`config.mk`:
```
export PLATFORM = sky130hd
export DESIGN_NAME = bus_target
export DESIGN_NICKNAME = d
export VERILOG_FILES = /design/src/rtl/bus_target.sv
export SDC_FILE = /design/constraint.sdc
export NUM_CORES = 1
export LEC_CHECK = 0
export ABC_AREA = 1
export CAP_MARGIN = 15
export CORE_MARGIN = 2
export CORE_UTILIZATION = 34
export DETAILED_ROUTE_END_ITERATION = 16
export PLACE_DENSITY_LB_ADDON = 0.05
export SLEW_MARGIN = 20
export SYNTH_ARGS = -nofsm -noshare
export SYNTH_HDL_FRONTEND = slang
export SYNTH_SLANG_ARGS = --single-unit
```
`constraint.sdc`:
```
create_clock -name clk -period 1.8 [get_ports clk]
set_clock_uncertainty 0.1 [all_clocks]
set_input_delay 0.18 -clock clk [delete_from_list [all_inputs] [get_ports clk]]
set_output_delay 0.18 -clock clk [all_outputs]
set_load 0.05 [all_outputs]
```
`src/rtl/bus_target.sv`:
```
// bus_target: responder end of the 4-phase byte bus, bridging bus phases to a valid/ready backend
// Ports:
//   clk, rst_n                 clock, synchronous active-low reset
//   bus_handshake_req/ack      4-phase handshake (req from initiator, ack from target)
//   bus_state, bus_io          phase code (00 addr lo, 01 addr hi, 10 read, 11 write), I/O qualifier
//   bus_data_in                byte driven by the initiator
//   bus_data_out, bus_output_enable  read byte and its driver enable
//   mem_valid/write/io/addr/wdata    backend request
//   mem_rdata, mem_ready       backend response
//   proto_err                  one-cycle pulse on a phase-order violation
module bus_target #(
    parameter int SYNC_STAGES = 0
) (
    input  logic        clk,
    input  logic        rst_n,
    input  logic        bus_handshake_req,
    output logic        bus_handshake_ack,
    input  logic [1:0]  bus_state,
    input  logic        bus_io,
    input  logic [7:0]  bus_data_in,
    output logic [7:0]  bus_data_out,
    output logic        bus_output_enable,
    output logic        mem_valid,
    output logic        mem_write,
    output logic        mem_io,
    output logic [15:0] mem_addr,
    output logic [7:0]  mem_wdata,
    input  logic [7:0]  mem_rdata,
    input  logic        mem_ready,
    output logic        proto_err
);
    localparam logic [1:0] IDLE  = 2'd0;
    localparam logic [1:0] MEM   = 2'd1;
    localparam logic [1:0] DRIVE = 2'd2;
    localparam logic [1:0] ACK   = 2'd3;
    logic [1:0] state;
    logic [1:0] seq;
    logic [7:0] addr_hi;
    logic [7:0] addr_lo;
    logic [SYNC_STAGES:0] sync;
    logic req_s;
    // sync[0] is the raw request; each stage adds one flop of delay
    assign sync[0] = bus_handshake_req;
    for (genvar g = 0; g < SYNC_STAGES; g++) begin : g_sync
        always_ff @(posedge clk) begin
            sync[g+1] <= rst_n ? sync[g] : 1'b0;
        end
    end
    assign req_s    = sync[SYNC_STAGES];
    assign mem_addr = {addr_hi, addr_lo};
    always_ff @(posedge clk) begin
        if (!rst_n) begin
            state             <= IDLE;
            seq               <= 2'd0;
            addr_hi           <= 8'h00;
            addr_lo           <= 8'h00;
            bus_handshake_ack <= 1'b0;
            bus_output_enable <= 1'b0;
            bus_data_out      <= 8'h00;
            mem_valid         <= 1'b0;
            mem_write         <= 1'b0;
            mem_io            <= 1'b0;
            mem_wdata         <= 8'h00;
            proto_err         <= 1'b0;
        end else begin
            proto_err <= 1'b0;
            case (state)
                IDLE: begin
                    if (req_s) begin
                        if (!bus_state[1]) begin
                            bus_handshake_ack <= 1'b1;
                            state             <= ACK;
                            if (!bus_state[0]) begin
                                addr_lo <= bus_data_in;
                                seq     <= 2'd1;
                            end else begin
                                addr_hi   <= bus_data_in;
                                seq       <= 2'd2;
                                proto_err <= (seq != 2'd1);
                            end
                        end else begin
                            // out-of-order data phase is flagged but still executed
                            mem_valid <= 1'b1;
                            mem_write <= bus_state[0];
                            mem_io    <= bus_io;
                            proto_err <= (seq != 2'd2);
                            state     <= MEM;
                            if (bus_state[0])
                                mem_wdata <= bus_data_in;
                        end
                    end
                end
                MEM: begin
                    if (mem_ready) begin
                        mem_valid <= 1'b0;
                        seq       <= 2'd0;
                        if (mem_write) begin
                            bus_handshake_ack <= 1'b1;
                            state             <= ACK;
                        end else begin
                            bus_data_out      <= mem_rdata;
                            bus_output_enable <= 1'b1;
                            state             <= DRIVE;
                        end
                    end
                end
                DRIVE: begin
                    // one cycle of settled read data before ack
                    bus_handshake_ack <= 1'b1;
                    state             <= ACK;
                end
                default: begin
                    // driver released with ack so it is off before the initiator re-drives
                    if (!req_s) begin
                        bus_handshake_ack <= 1'b0;
                        bus_output_enable <= 1'b0;
                        state             <= IDLE;
                    end
                end
            endcase
        end
    end
endmodule

```
* Word-level counts from Yosys, hierarchy flattened
Index checks and enable logic that the tools add are counted.
** Storage, ports and cells
- Flip-flop bits (word level) :: 42
- Bits of input ports :: 23
- Output and inout bits :: 38
- Logic and storage cells :: 68
** Cells by class
- Equality and inequality tests :: 12
- Muxes and demuxes :: 26
- Bitwise logic cells :: 4
- Reduce and logical (&&, ||, !) cells :: 14
** Operators with widths (number)
- 4-bit AND reduction :: 6
- 2-bit 2-to-1 mux :: 8
- 2-bit inequality test (second input constant) :: 7
- 1-bit 2-to-1 mux :: 13
- 3-bit AND reduction :: 4
- 2-bit one-hot mux with 3 select lines :: 1
- 5-bit AND reduction :: 1
- 2-bit by 1-bit inequality test with 1-bit output (second input constant) :: 2
- 4-bit by 1-bit inequality test with 1-bit output (second input constant) :: 1
- 1-bit NOT :: 4
- 1-bit one-hot mux with 2 select lines :: 2
- 2-bit one-hot mux with 2 select lines :: 1
- 1-bit one-hot mux with 3 select lines :: 1
- 2-bit by 1-bit == test with 1-bit output (second input constant) :: 1
- 2-bit == test (second input constant) :: 1
- 2-bit logical NOT :: 1
- 2-bit nonzero test :: 1
- 2-bit OR reduction :: 1

* Longest topological paths before layout
Gate-level depths: netlist of run 1.
- Word-level depth :: 4
- Depth in mapped cells :: 8
- Mapped depth without buffers :: 8

* Worst setup path before layout of run 1
No wires, ideal clock.
- Path kind :: flip-flop to flip-flop
- Start :: register state[0]
- End :: register mem_valid
- Library setup time :: 0.118 ns
- Arrival :: 1.282 ns
- Path slack :: 0.300 ns
- Cell stages (with the launch flop) :: 9
- Buffers on the path :: 0
- Path through :: dfxtp_1 -> inv_1 -> ha_1 -> nor2_1 -> inv_1 -> nand2_1 -> nor2_1 -> o21ai_0 -> nor2_1
** Between the ends
- Cells in the longest elaborated chain, start to end :: 3
- Elaborated cells on any way between the ends :: 8
- Classes of those cells :: eq/ne (4); mux (1); reduce/logical (3)
** Ends and longest elaborated chain
- start: declaration :: line 36 : logic [1:0] state;
- start signal: assignment :: line 53 : state <= IDLE;
- start signal: assignment :: line 72 : state <= ACK;
- start signal: assignment :: line 87 : state <= MEM;
- 2-bit by 1-bit == test with 1-bit output or 2-bit logical NOT (tied branches) :: line 67 : case (state)
- 2-bit inequality test (no source line) or 2-bit nonzero test (tied branches)
- 4-bit AND reduction (no source line)
- end signal: assignment :: line 60 : mem_valid <= 1'b0;
- end signal: assignment :: line 83 : mem_valid <= 1'b1;
- end signal: assignment :: line 95 : mem_valid <= 1'b0;
- end: declaration :: line 23 : output logic mem_valid,
Several ways; a longest one is shown, not always the timed one.
A chain may end at the register's enable or synchronous reset.

* Worst setup path in the final report of run 1
- Start :: register addr_hi[5]
- End :: output port mem_addr[13]
** RTL lines
- start: declaration :: line 38 : logic [7:0] addr_hi;
- start signal: assignment :: line 77 : addr_hi <= bus_data_in;
- end: declaration :: line 26 : output logic [15:0] mem_addr,
No word-level cell between the ends.

==> summary.txt, run 1 <==
Status
  – Outcome: finished, final reports clean

Synthesis
  – Multiplexer area fraction after synthesis: 0
  – XOR/XNOR Fraction of Synth Area: 0
  – Total number of yosys warnings: 0
  – Avg Inst Size Synth: 7.39 um^2
  – Ys async rst share: 0
  – Post-synth EDFFs: 0
  – Most common cell in the netlist: nor2_1
  – Top cells by area, synth: dfxtp_1 49%, nor2_1 18%, o21ai_0 11%
  – Primary FF master, synth: dfxtp_1
  – Synth Area in Compound Gates: 0.140
  – Synthesized flop and latch total: 42
  – Synthesized instance count: 232
  – Net Count, Synth: 261
  – Yosys top cell area share: 0.490
  – Adder-cell area share of the yosys netlist: 0.0438
  – Cell taking the most area after synthesis: dfxtp_1
  – Commonest cells in the netlist: 80 x nor2_1, 42 x dfxtp_1, 39 x o21ai_0
  – Sequential area share after synthesis: 0.490
  – Yosys cell types: 16
  – Simple-gate share of the synthesized area: 0.276
  – Mapped cell area: 0.00172 mm^2
  – Main combinational cell family by area after synthesis: simple AND/OR/NAND/NOR gates

Placement
  – PortBufs: 60
  – Gpl congestion: 0.855
  – Final HPWL DP: 3200 um
  – # placed instances: 363

Finish
  – Layout fillers: 480
  – Area Overhead vs Synth: 47.2%
  – Non-Filler Instances: 371
  – Diodes inserted: 0
  – Layout cells sized above 1: 0.115
  – Layout Nets: 332
  – Multi-input logic area: 788 um^2
  – Register area: 841 um^2

Worst setup path
  – Critical path launch point type: register
  – Worst EP arrival: 1.47 ns
  – Top delay family on crit path: buffers and inverters
  – Crit path max fanout: 2
  – Crit path kind: reg -> out
  – Cell breakdown of the critical path: clkdlybuf4s50_1
  – Required @ worst endpoint: 1.52 ns
  – Slowest cell on crit path: clkdlybuf4s50_1
  – CP bufs+invs: 1
  – Crit. End Element: primary output
  – Max incr delay on CP: 0.81 ns

Floorplan
  – Initial Util: 0.358
  – Core Rows: 25
  – I/O pins: 61
  – Core area: 0.00479 mm^2
  – Die Y: 75.0 um
  – Die area: 0.00563 mm^2
  – Die Width: 75.0 um

Global route
  – Vias in the first global route: 1493
  – Largest net degree at the start of global routing: 28
  – Global-route wire length before repair: 7110 um
  – Initial antenna violation count: 0
  – GR Overflow Total: 0
  – Tot GR Track Use: 0.166

Power and ir drop
  – Cell Pwr Density: 1380 mW/mm^2
  – Leak: 0.00111 uW
  – Peak VDD IR: 619 uV
  – Pwr Total: 3490 uW

Timing
  – Max Fclk: 572 MHz
  – Final hold violations: 0
  – Rel. slew slack: 0.661
  – Final period util: 0.971
  – Final Setup Violations: 0
  – Worst-Margin Slew: 0.506 ns
  – Total negative slack: 0 ns
  – Min Tclk post-route: 1.75 ns
  – Slew Viols, Final: 0
  – RSZ-0062 raised after global routing: no

Clock network
  – Deepest clock path buffer count: 2
  – Cts bufs inserted: 5
  – Post-cts resize count: 0
  – TritonCTS clock tree: built
  – Htree depth: 2
  – Hold buffer count at CTS: 0
  – CTS sink count: 42
  – Clock-pin slew of the registers on the worst-case setup and hold paths: 0.08 ns
  – Clk root buf: clkbuf_8
  – Skew-Pair Late Insertion Delay: 0.30 ns
  – Total setup buffers inserted after CTS: 0

Detailed routing
  – First-pass iteration count of the detailed router: 4
  – WL final: 4400 um
  – Antenna-violating nets left: 0
  – DR WL/cell: 11.9 um
  – Remaining DRCs: 0
  – Vias: 1650
  – Via/cell ratio: 4.45
  – 1st-iter DRT viols: 82

Worst hold path
  – Hold Crit Class: in -> reg

Run
  – Maxcap violations: 0
==> routing by layer <==
layer,vias to the layer above,track usage,wire (um)
met5,-,0,0
met4,0,0.0476,54
met3,6,0.0562,311
met2,56,0.239,1800
met1,708,0.235,2230
li1,880,-,-
==> power by group <==
| group | internal (uW) | total [uW] | switching [uW] |
|---|---|---|---|
| sequential | 1110 | 1220 | 112 |
| combinational | 504 | 1500 | 991 |
| clock | 416 | 770 | 353 |
| total | 2030 | 3490 | 1460 |
==> layout make-up <==
type | instances | area share
clock buffer | 5 | 0.0273
timing repair buffer | 68 | 0.249
clock inverter | 3 | 0.0173
multi-input combinational | 167 | 0.312
tap | 67 | 0.0332
inverter | 19 | 0.0282
sequential | 42 | 0.333
==> sequential cells by signal (all words and copies together) (netlist names) <==
signal,flops
mem_wdata,8
mem_valid,1
bus_output_enable,1
addr_hi,8
mem_write,1
addr_lo,8
bus_handshake_ack,1
seq,2
state,2
proto_err,1
mem_io,1
bus_data_out,8
==> logic make-up (layout without fill, tap and decap cells) <==
family,Yosys count,in the layout
buffers and inverters,23,95
DFF,42,42
adders and majority gates,6,6
and+or+nand+nor,113,113
AOI/OAI and AO/OA,48,48
==> path summary, 6_finish.rpt <==
check / depth (start not counted) / endpoint / startpoint / slack, ns
worst max-delay path: 1 / mem_addr[13] / addr_hi[5] / 0.05
worst min-delay path: 3 / bus_data_out[5] / mem_rdata[5] / 0.36
worst max register to register: 8 / state[0] / state[0] / 0.18
worst min register to register: 2 / mem_io / mem_io / 0.36
==> per-stage QoR <==
stage	setup slack [ns]	hold WS (ns)	cell area, um^2	util
6_report	0.0528	0.358	2520	0.528
3_5_place_dp	0.202	0.342	2410	0.504
2_1_floorplan	0.300	0.215	1720	-
4_1_cts	0.0424	0.353	2520	0.528
5_1_grt	0.0129	0.373	2520	0.528
3_3_place_gp	0.181	0.336	2410	0.504
==> cell usage in the layout (no fill, tap or decap), types with 3 or more instances in the layout <==
cell	instances
clkbuf_8	5
nand2_1	17
nor3_1	3
dfxtp_1	42
o21ai_0	39
nor2_1	80
clkdlybuf4s50_1	47
buf_4	21
a21oi_1	9
ha_1	6
nand3_1	6
inv_1	18
Note: power is estimated with default switching activity, not from simulation.
==> run 2: changes to the inputs <==
--- a/config.mk
+++ b/config.mk
@@ -11,6 +11,7 @@
 export CORE_UTILIZATION = 34
 export DETAILED_ROUTE_END_ITERATION = 16
 export PLACE_DENSITY_LB_ADDON = 0.05
+export SKIP_CTS_REPAIR_TIMING = 1
 export SLEW_MARGIN = 20
 export SYNTH_ARGS = -nofsm -noshare
 export SYNTH_HDL_FRONTEND = slang
==> results of run 2 <==
The final DEF is identical to that of run 1; final timing and power are the same.
